### src/rtl/m_led_sequencer.sv
// m_led_sequencer
//   Steps a 4-bit LED pattern once every P_DIV un-held clock cycles while
//   running. Four patterns: blink-all (invert), walk-left (rotate left),
//   walk-right (rotate right) and binary count. A run lasts w_steps ticks,
//   or forever when w_steps is zero, and ends with a one-cycle r_done pulse.
//
// Ports
//   w_clk    in   system clock, rising edge
//   w_rst    in   asynchronous active-high reset
//   w_start  in   start request, accepted in IDLE or DONE
//   w_stop   in   abort request, beats start, ticks and completion
//   w_hold   in   freezes prescaler, pattern and step count while running
//   w_mode   in   [1:0] pattern select (0 blink, 1 walk-left, 2 walk-right, 3 count)
//   w_steps  in   [7:0] ticks per run, 0 = run until stopped
//   r_led    out  [3:0] registered LED pattern
//   r_busy   out  registered, high exactly in RUN cycles
//   r_done   out  registered one-cycle completion pulse (the DONE cycle)
module m_led_sequencer #(
   parameter int unsigned P_DIV = 1000000
) (
   input  logic       w_clk,
   input  logic       w_rst,
   input  logic       w_start,
   input  logic       w_stop,
   input  logic       w_hold,
   input  logic [1:0] w_mode,
   input  logic [7:0] w_steps,
   output logic [3:0] r_led,
   output logic       r_busy,
   output logic       r_done
);

   typedef enum logic [1:0] {
      S_IDLE = 2'd0,
      S_RUN  = 2'd1,
      S_DONE = 2'd2
   } state_t;

   state_t      state_q, state_d;
   logic [31:0] presc_q, presc_d;
   logic [7:0]  cnt_q,   cnt_d;
   logic [1:0]  mode_q,  mode_d;
   logic [3:0]  led_q,   led_d;
   logic        busy_q,  busy_d;
   logic        done_q,  done_d;

   function automatic logic [3:0] init_pat(input logic [1:0] m);
      logic [3:0] p;
      unique case (m)
         2'd1:    p = 4'b0001;
         2'd2:    p = 4'b1000;
         default: p = 4'b0000;
      endcase
      return p;
   endfunction

   function automatic logic [3:0] next_pat(input logic [1:0] m, input logic [3:0] p);
      logic [3:0] n;
      unique case (m)
         2'd0:    n = ~p;
         2'd1:    n = {p[2:0], p[3]};
         2'd2:    n = {p[0], p[3:1]};
         default: n = p + 4'd1;
      endcase
      return n;
   endfunction

   always_comb begin
      state_d = state_q;
      presc_d = presc_q;
      cnt_d   = cnt_q;
      mode_d  = mode_q;
      led_d   = led_q;

      unique case (state_q)
         S_IDLE: begin
            if (w_stop) begin
               led_d = '0;
            end else if (w_start) begin
               state_d = S_RUN;
               mode_d  = w_mode;
               cnt_d   = w_steps;
               presc_d = '0;
               led_d   = init_pat(w_mode);
            end
         end
         S_RUN: begin
            if (w_stop) begin
               state_d = S_IDLE;
               led_d   = '0;
            end else if (!w_hold) begin
               if (presc_q == P_DIV - 1) begin
                  presc_d = '0;
                  led_d   = next_pat(mode_q, led_q);
                  // A count of zero while running can only mean an endless
                  // run, because a finite run leaves RUN as the count hits 0.
                  if (cnt_q != 8'd0) begin
                     cnt_d = cnt_q - 8'd1;
                     if (cnt_q == 8'd1) begin
                        state_d = S_DONE;
                     end
                  end
               end else begin
                  presc_d = presc_q + 32'd1;
               end
            end
         end
         S_DONE: begin
            if (w_stop) begin
               state_d = S_IDLE;
               led_d   = '0;
            end else if (w_start) begin
               state_d = S_RUN;
               mode_d  = w_mode;
               cnt_d   = w_steps;
               presc_d = '0;
               led_d   = init_pat(w_mode);
            end else begin
               state_d = S_IDLE;
            end
         end
         default: begin
            state_d = S_IDLE;
            led_d   = '0;
         end
      endcase

      // Status flags are registered from the next state so they line up
      // with the state the FSM is actually in.
      busy_d = (state_d == S_RUN);
      done_d = (state_d == S_DONE);
   end

   always_ff @(posedge w_clk or posedge w_rst) begin
      if (w_rst) begin
         state_q <= S_IDLE;
         presc_q <= '0;
         cnt_q   <= '0;
         mode_q  <= '0;
         led_q   <= '0;
         busy_q  <= 1'b0;
         done_q  <= 1'b0;
      end else begin
         state_q <= state_d;
         presc_q <= presc_d;
         cnt_q   <= cnt_d;
         mode_q  <= mode_d;
         led_q   <= led_d;
         busy_q  <= busy_d;
         done_q  <= done_d;
      end
   end

   assign r_led  = led_q;
   assign r_busy = busy_q;
   assign r_done = done_q;

endmodule

### config.mk
export PLATFORM = sky130hd
export DESIGN_NAME = m_led_sequencer
export DESIGN_NICKNAME = d
export VERILOG_FILES = /design/src/rtl/m_led_sequencer.sv
export SDC_FILE = /design/constraint.sdc
export NUM_CORES = 1
export LEC_CHECK = 0
export ABC_AREA = 0
export BUFFER_PORTS_ARGS = -buffer_cell sky130_fd_sc_hd__buf_4
export CAP_MARGIN = 25
export CORE_ASPECT_RATIO = 0.6
export CORE_MARGIN = 2
export CORE_UTILIZATION = 54
export CTS_CLUSTER_DIAMETER = 200
export DETAILED_ROUTE_END_ITERATION = 8
export PLACE_DENSITY = 0.82
export RECOVER_POWER = 50
export SLEW_MARGIN = 30
export SYNTH_ARGS = -nofsm -noshare
export SYNTH_HDL_FRONTEND = slang
export SYNTH_SLANG_ARGS = --single-unit
### constraint.sdc
create_clock -name w_clk -period 2.3 [get_ports w_clk]
set_clock_uncertainty 0.15 [all_clocks]
set_input_delay 0.345 -clock w_clk [delete_from_list [all_inputs] [get_ports w_clk]]
set_output_delay 0.345 -clock w_clk [all_outputs]
set_load 0.005 [all_outputs]
==> results.md <==
| Step | Item | Value |
|:---|:---|:---|
| worst setup path | CP Data Arrival Time | 2.28 ns |
| route | Met1 Wirelength | 3450 um |
| finish | Total area of multi-input combinational cells | 1580 um^2 |
| floorplan | Initial core utilization | 56.4% |
| sta | Min Tclk post-route | 2.24 ns |
| synth | Post-Synthesis Mean Instance Area | 9.32 um^2 |
| worst setup path | Register-to-Register Path Depth | 7 |
| route | Antenna violation net count after detailed routing | 0 |
| clock tree | CTS Hold Bufs | 0 |
| placed design | Instance count after placement with tap cells included | 413 |
| worst setup path | Crit Path Class | reg2reg |
| synth | Top cell type by total area after synthesis | sky130_fd_sc_hd__dfrtp_1 |
| clock tree | Root Driver | sky130_fd_sc_hd__clkbuf_8 |
| placed design | Detailed-placement wirelength estimate | 4910 um |
| sta | Top achievable clock speed | 0.447 GHz |
| worst hold path | Type of the worst min-delay path | in2reg |
| job | Max-cap violations | 0 |
| sta | PnR worst setup slack | 0.0642 ns |
| synth | Number of distinct standard cells referenced by the synthesized netlist | 55 |
| route | Total number of vias | 2499 |
| floorplan | Die width | 98.3 um |
| route | Met2 layer wire length in the routed design | 2960 um |
| clock tree | Clock buffer count from CTS | 5 |
| global route | Antenna violations before repair | 0 |
| route | Detailed-route wire length per cell | 16.1 um |
| synth | Area share of the largest cell type after synthesis | 43.4% |
| finish | Post-route standard cell area excluding fillers | 3460 um^2 |
| synth | Most frequent cell after synthesis | sky130_fd_sc_hd__dfrtp_1 |
| worst setup path | CP Capture Type | flip-flop |
| global route | First-pass GRT wire length | 11200 um |
| synth | Synthesized netlist cell count | 309 |
| worst setup path | Crit-path max FO | 6 |
| synth | Commonest register cell after synthesis | sky130_fd_sc_hd__dfrtp_1 |
| placed design | Gpl congestion | 0.849 |
| sta | Number of hold-slack violations in the final timing report | 0 |
| global route | Maximum number of pins on one net before global-route repair | 51 |
| finish | NumNets Final | 375 |
| global route | Total congestion overflow | 0 |
| clock tree | Worst-path clk slew | 0.09 ns |
| synth | Async set-or-reset flop fraction in the synthesized netlist | 100% |
| floorplan | Area of the core region | 5100 um^2 |
| worst setup path | Critical Path RT | 2.35 ns |
| floorplan | Row cnt | 20 |
| sta | Final setup violating endpoints | 0 |
| sta | Max-slew headroom | 16.7% |
| synth | Top cell types by occurrence after synthesis | 50 x sky130_fd_sc_hd__dfrtp_1, 37 x sky130_fd_sc_hd__nor2_1, 31 x sky130_fd_sc_hd__nand2_1 |
| global route | Global-route total usage across every layer | 24.0% |
| clock tree | Number of H-tree levels | 2 |
| synth | Mapped Area | 2880 um^2 |
| finish | Seq. cell area | 1250 um^2 |
| floorplan | DIE AREA | 5950 um^2 |
| finish | Share of the core filled with cells | 67.9% |
| route | Via-per-instance ratio | 5.92 |
| clock tree | Deepest clock path buffer count | 2 |
| finish | Diode insertion count for antenna repair | 0 |
| finish | Layout filler cell count | 402 |
| sta | Worst Tran Pin Value | 1.25 ns |
| finish | Relative area change from synthesis to final layout | 20.3% |
| placed design | Port Buf Inserts | 20 |
| clock tree | Number of clock sinks seen by CTS | 50 |
| synth | Cell types occupying the most area after synthesis | sky130_fd_sc_hd__dfrtp_1 43%, sky130_fd_sc_hd__xor2_1 7.6%, sky130_fd_sc_hd__nor2_1 4.8% |
| finish | Finished Layout Cells | 422 |
| pwr | Pwr/cell area | 550 nW/um^2 |
| clock tree | TritonCTS clock tree | built |
| run status | Result of the run | complete, no violations |
| route | Routed Wire Length | 6780 um |
| clock tree | Clock latency at the later pin of the worst-skew pair | 0.31 ns |
| worst setup path | Crit-path slowest cell | sky130_fd_sc_hd__or4b_4 |
| finish | Layout cells sized above 1 | 22.2% |
| synth | Post-synthesis sequential area ratio | 43.4% |
| sta | Fin crit share | 97.2% |
| route | Max Used Layer | met4 |
| synth | Register bit count reported by yosys | 50 |
| worst setup path | Max incr delay on CP | 0.54 ns |
| worst setup path | Cell chain of the critical path | or4b_4 > buf_8 > a2111oi_4 > buf_4 > nand4_1 > xor2_1 > nor2_1 |
| route | Initial DRC Count | 186 |
| floorplan | Total I/O pin count | 21 |
| worst hold path | Min-Delay Path Depth | 3 |
| route | DRC violations left | 0 |
| floorplan | Vertical die dimension | 60.6 um |
| route | Number of iterations in the first detailed-routing pass | 4 |
| pwr | Leakage power of the design | 1.53 nW |
| synth | Total number of yosys warnings | 0 |
| placed design | Placed instance area | 3310 um^2 |
| route | Met3 Routed Length | 292 um |
| pwr | Maximum resistive drop on vdd | 0.000352 V |
| global route | Via count of the first global-routing pass | 2244 |
| synth | EDFF count, synth | 0 |
| sta | Slew Limit Fails | 0 |
| placed design | Placement-stage worst setup slack | -0.0132 ns |
| worst setup path | Critical path launch point type | flip-flop |
| synth | Total nets after synthesis | 329 |
## per-layer routing
layer  vias to the layer above  global-route usage, %
met5                         -                      0
met2                        69                   34.4
li1                       1211                      -
met3                         7                   4.15
met4                         0                   6.07
met1                      1212                   37.8
## final timing paths
kind                       startpoint     endpoint  slack [ns]
max                        state_q[1]  presc_q[27]        0.06
min                         w_mode[1]    mode_q[1]        0.09
max reg2reg                state_q[1]  presc_q[27]        0.06
min reg2reg                presc_q[1]   presc_q[1]        0.39
max in group asynchronous       w_rst   presc_q[9]        0.94
min in group asynchronous       w_rst       r_done        0.30
## placed cells by master (no fill, tap or decap), types with 9 or more instances in the layout
master                    synthesis  layout
sky130_fd_sc_hd__a21oi_1         10      10
sky130_fd_sc_hd__buf_4            1      46
sky130_fd_sc_hd__dfrtp_1         50      50
sky130_fd_sc_hd__nand2_1         31      31
sky130_fd_sc_hd__nand3_1         12      12
sky130_fd_sc_hd__nand4_1         18      18
sky130_fd_sc_hd__nor2_1          37      37
sky130_fd_sc_hd__nor3_1          10      10
sky130_fd_sc_hd__o21ai_0          9       9
sky130_fd_sc_hd__xor2_1          25      25
## cell families after synthesis
kind of cell,after synthesis,synth area share [%]
AO/OA/AOI/OAI,51,13.8
XOR/XNOR,29,8.82
adder cells (fa/ha/maj),5,2.17
buffers and inverters,22,3.56
flip-flops,50,43.4
multiplexers,3,1.09
AND/OR/NAND/NOR,149,27.2
## metrics by stage
stage | total power, mW | hold slack (ns) | TNS [ns]
after floorplan | 1.25 | 0.300 | 0
after CTS | 1.92 | 0.0798 | 0
after global placement | 1.36 | 0.354 | 0
final | 1.91 | 0.0890 | 0
after global routing | 2.01 | 0.104 | -0.0000704
after detailed placement | 1.38 | 0.366 | -0.0380
## registers in the layout (all words and copies together) (netlist names)
signal   cells
state_q      2
r_led        4
cnt_q        8
mode_q       2
presc_q     32
r_busy       1
r_done       1
## area by class of cell
class,instances,share of cell area [%]
clock buffer,7,2.49
clock inverter,1,0.144
inverter,8,0.867
multi-input combinational,237,45.5
sequential,50,36.1
tap,66,2.38
timing repair buffer,53,12.5
## worst max-delay path: cells and delay by family, from the launching register on
kind / cells / cell delay [ns]
flops: 1 / 0.40
compound gates: 1 / 0.33
buf+inv: 2 / 0.35
simple gates: 3 / 0.71
xor+xnor: 1 / 0.18
## what timing repair did
item                       CTS  global route
pin swaps                    0             6
resized for setup            1            12
setup endpoints to repair    1            44
setup buffers                0             1
## where the power goes
group / internal (mW) / leakage (nW) / total, mW / switching [mW]
sequential: 0.935 / 0.668 / 1.02 / 0.0844
clock: 0.243 / 0.0482 / 0.530 / 0.287
combinational: 0.171 / 0.817 / 0.355 / 0.184
(Power assumes the default switching activity.)
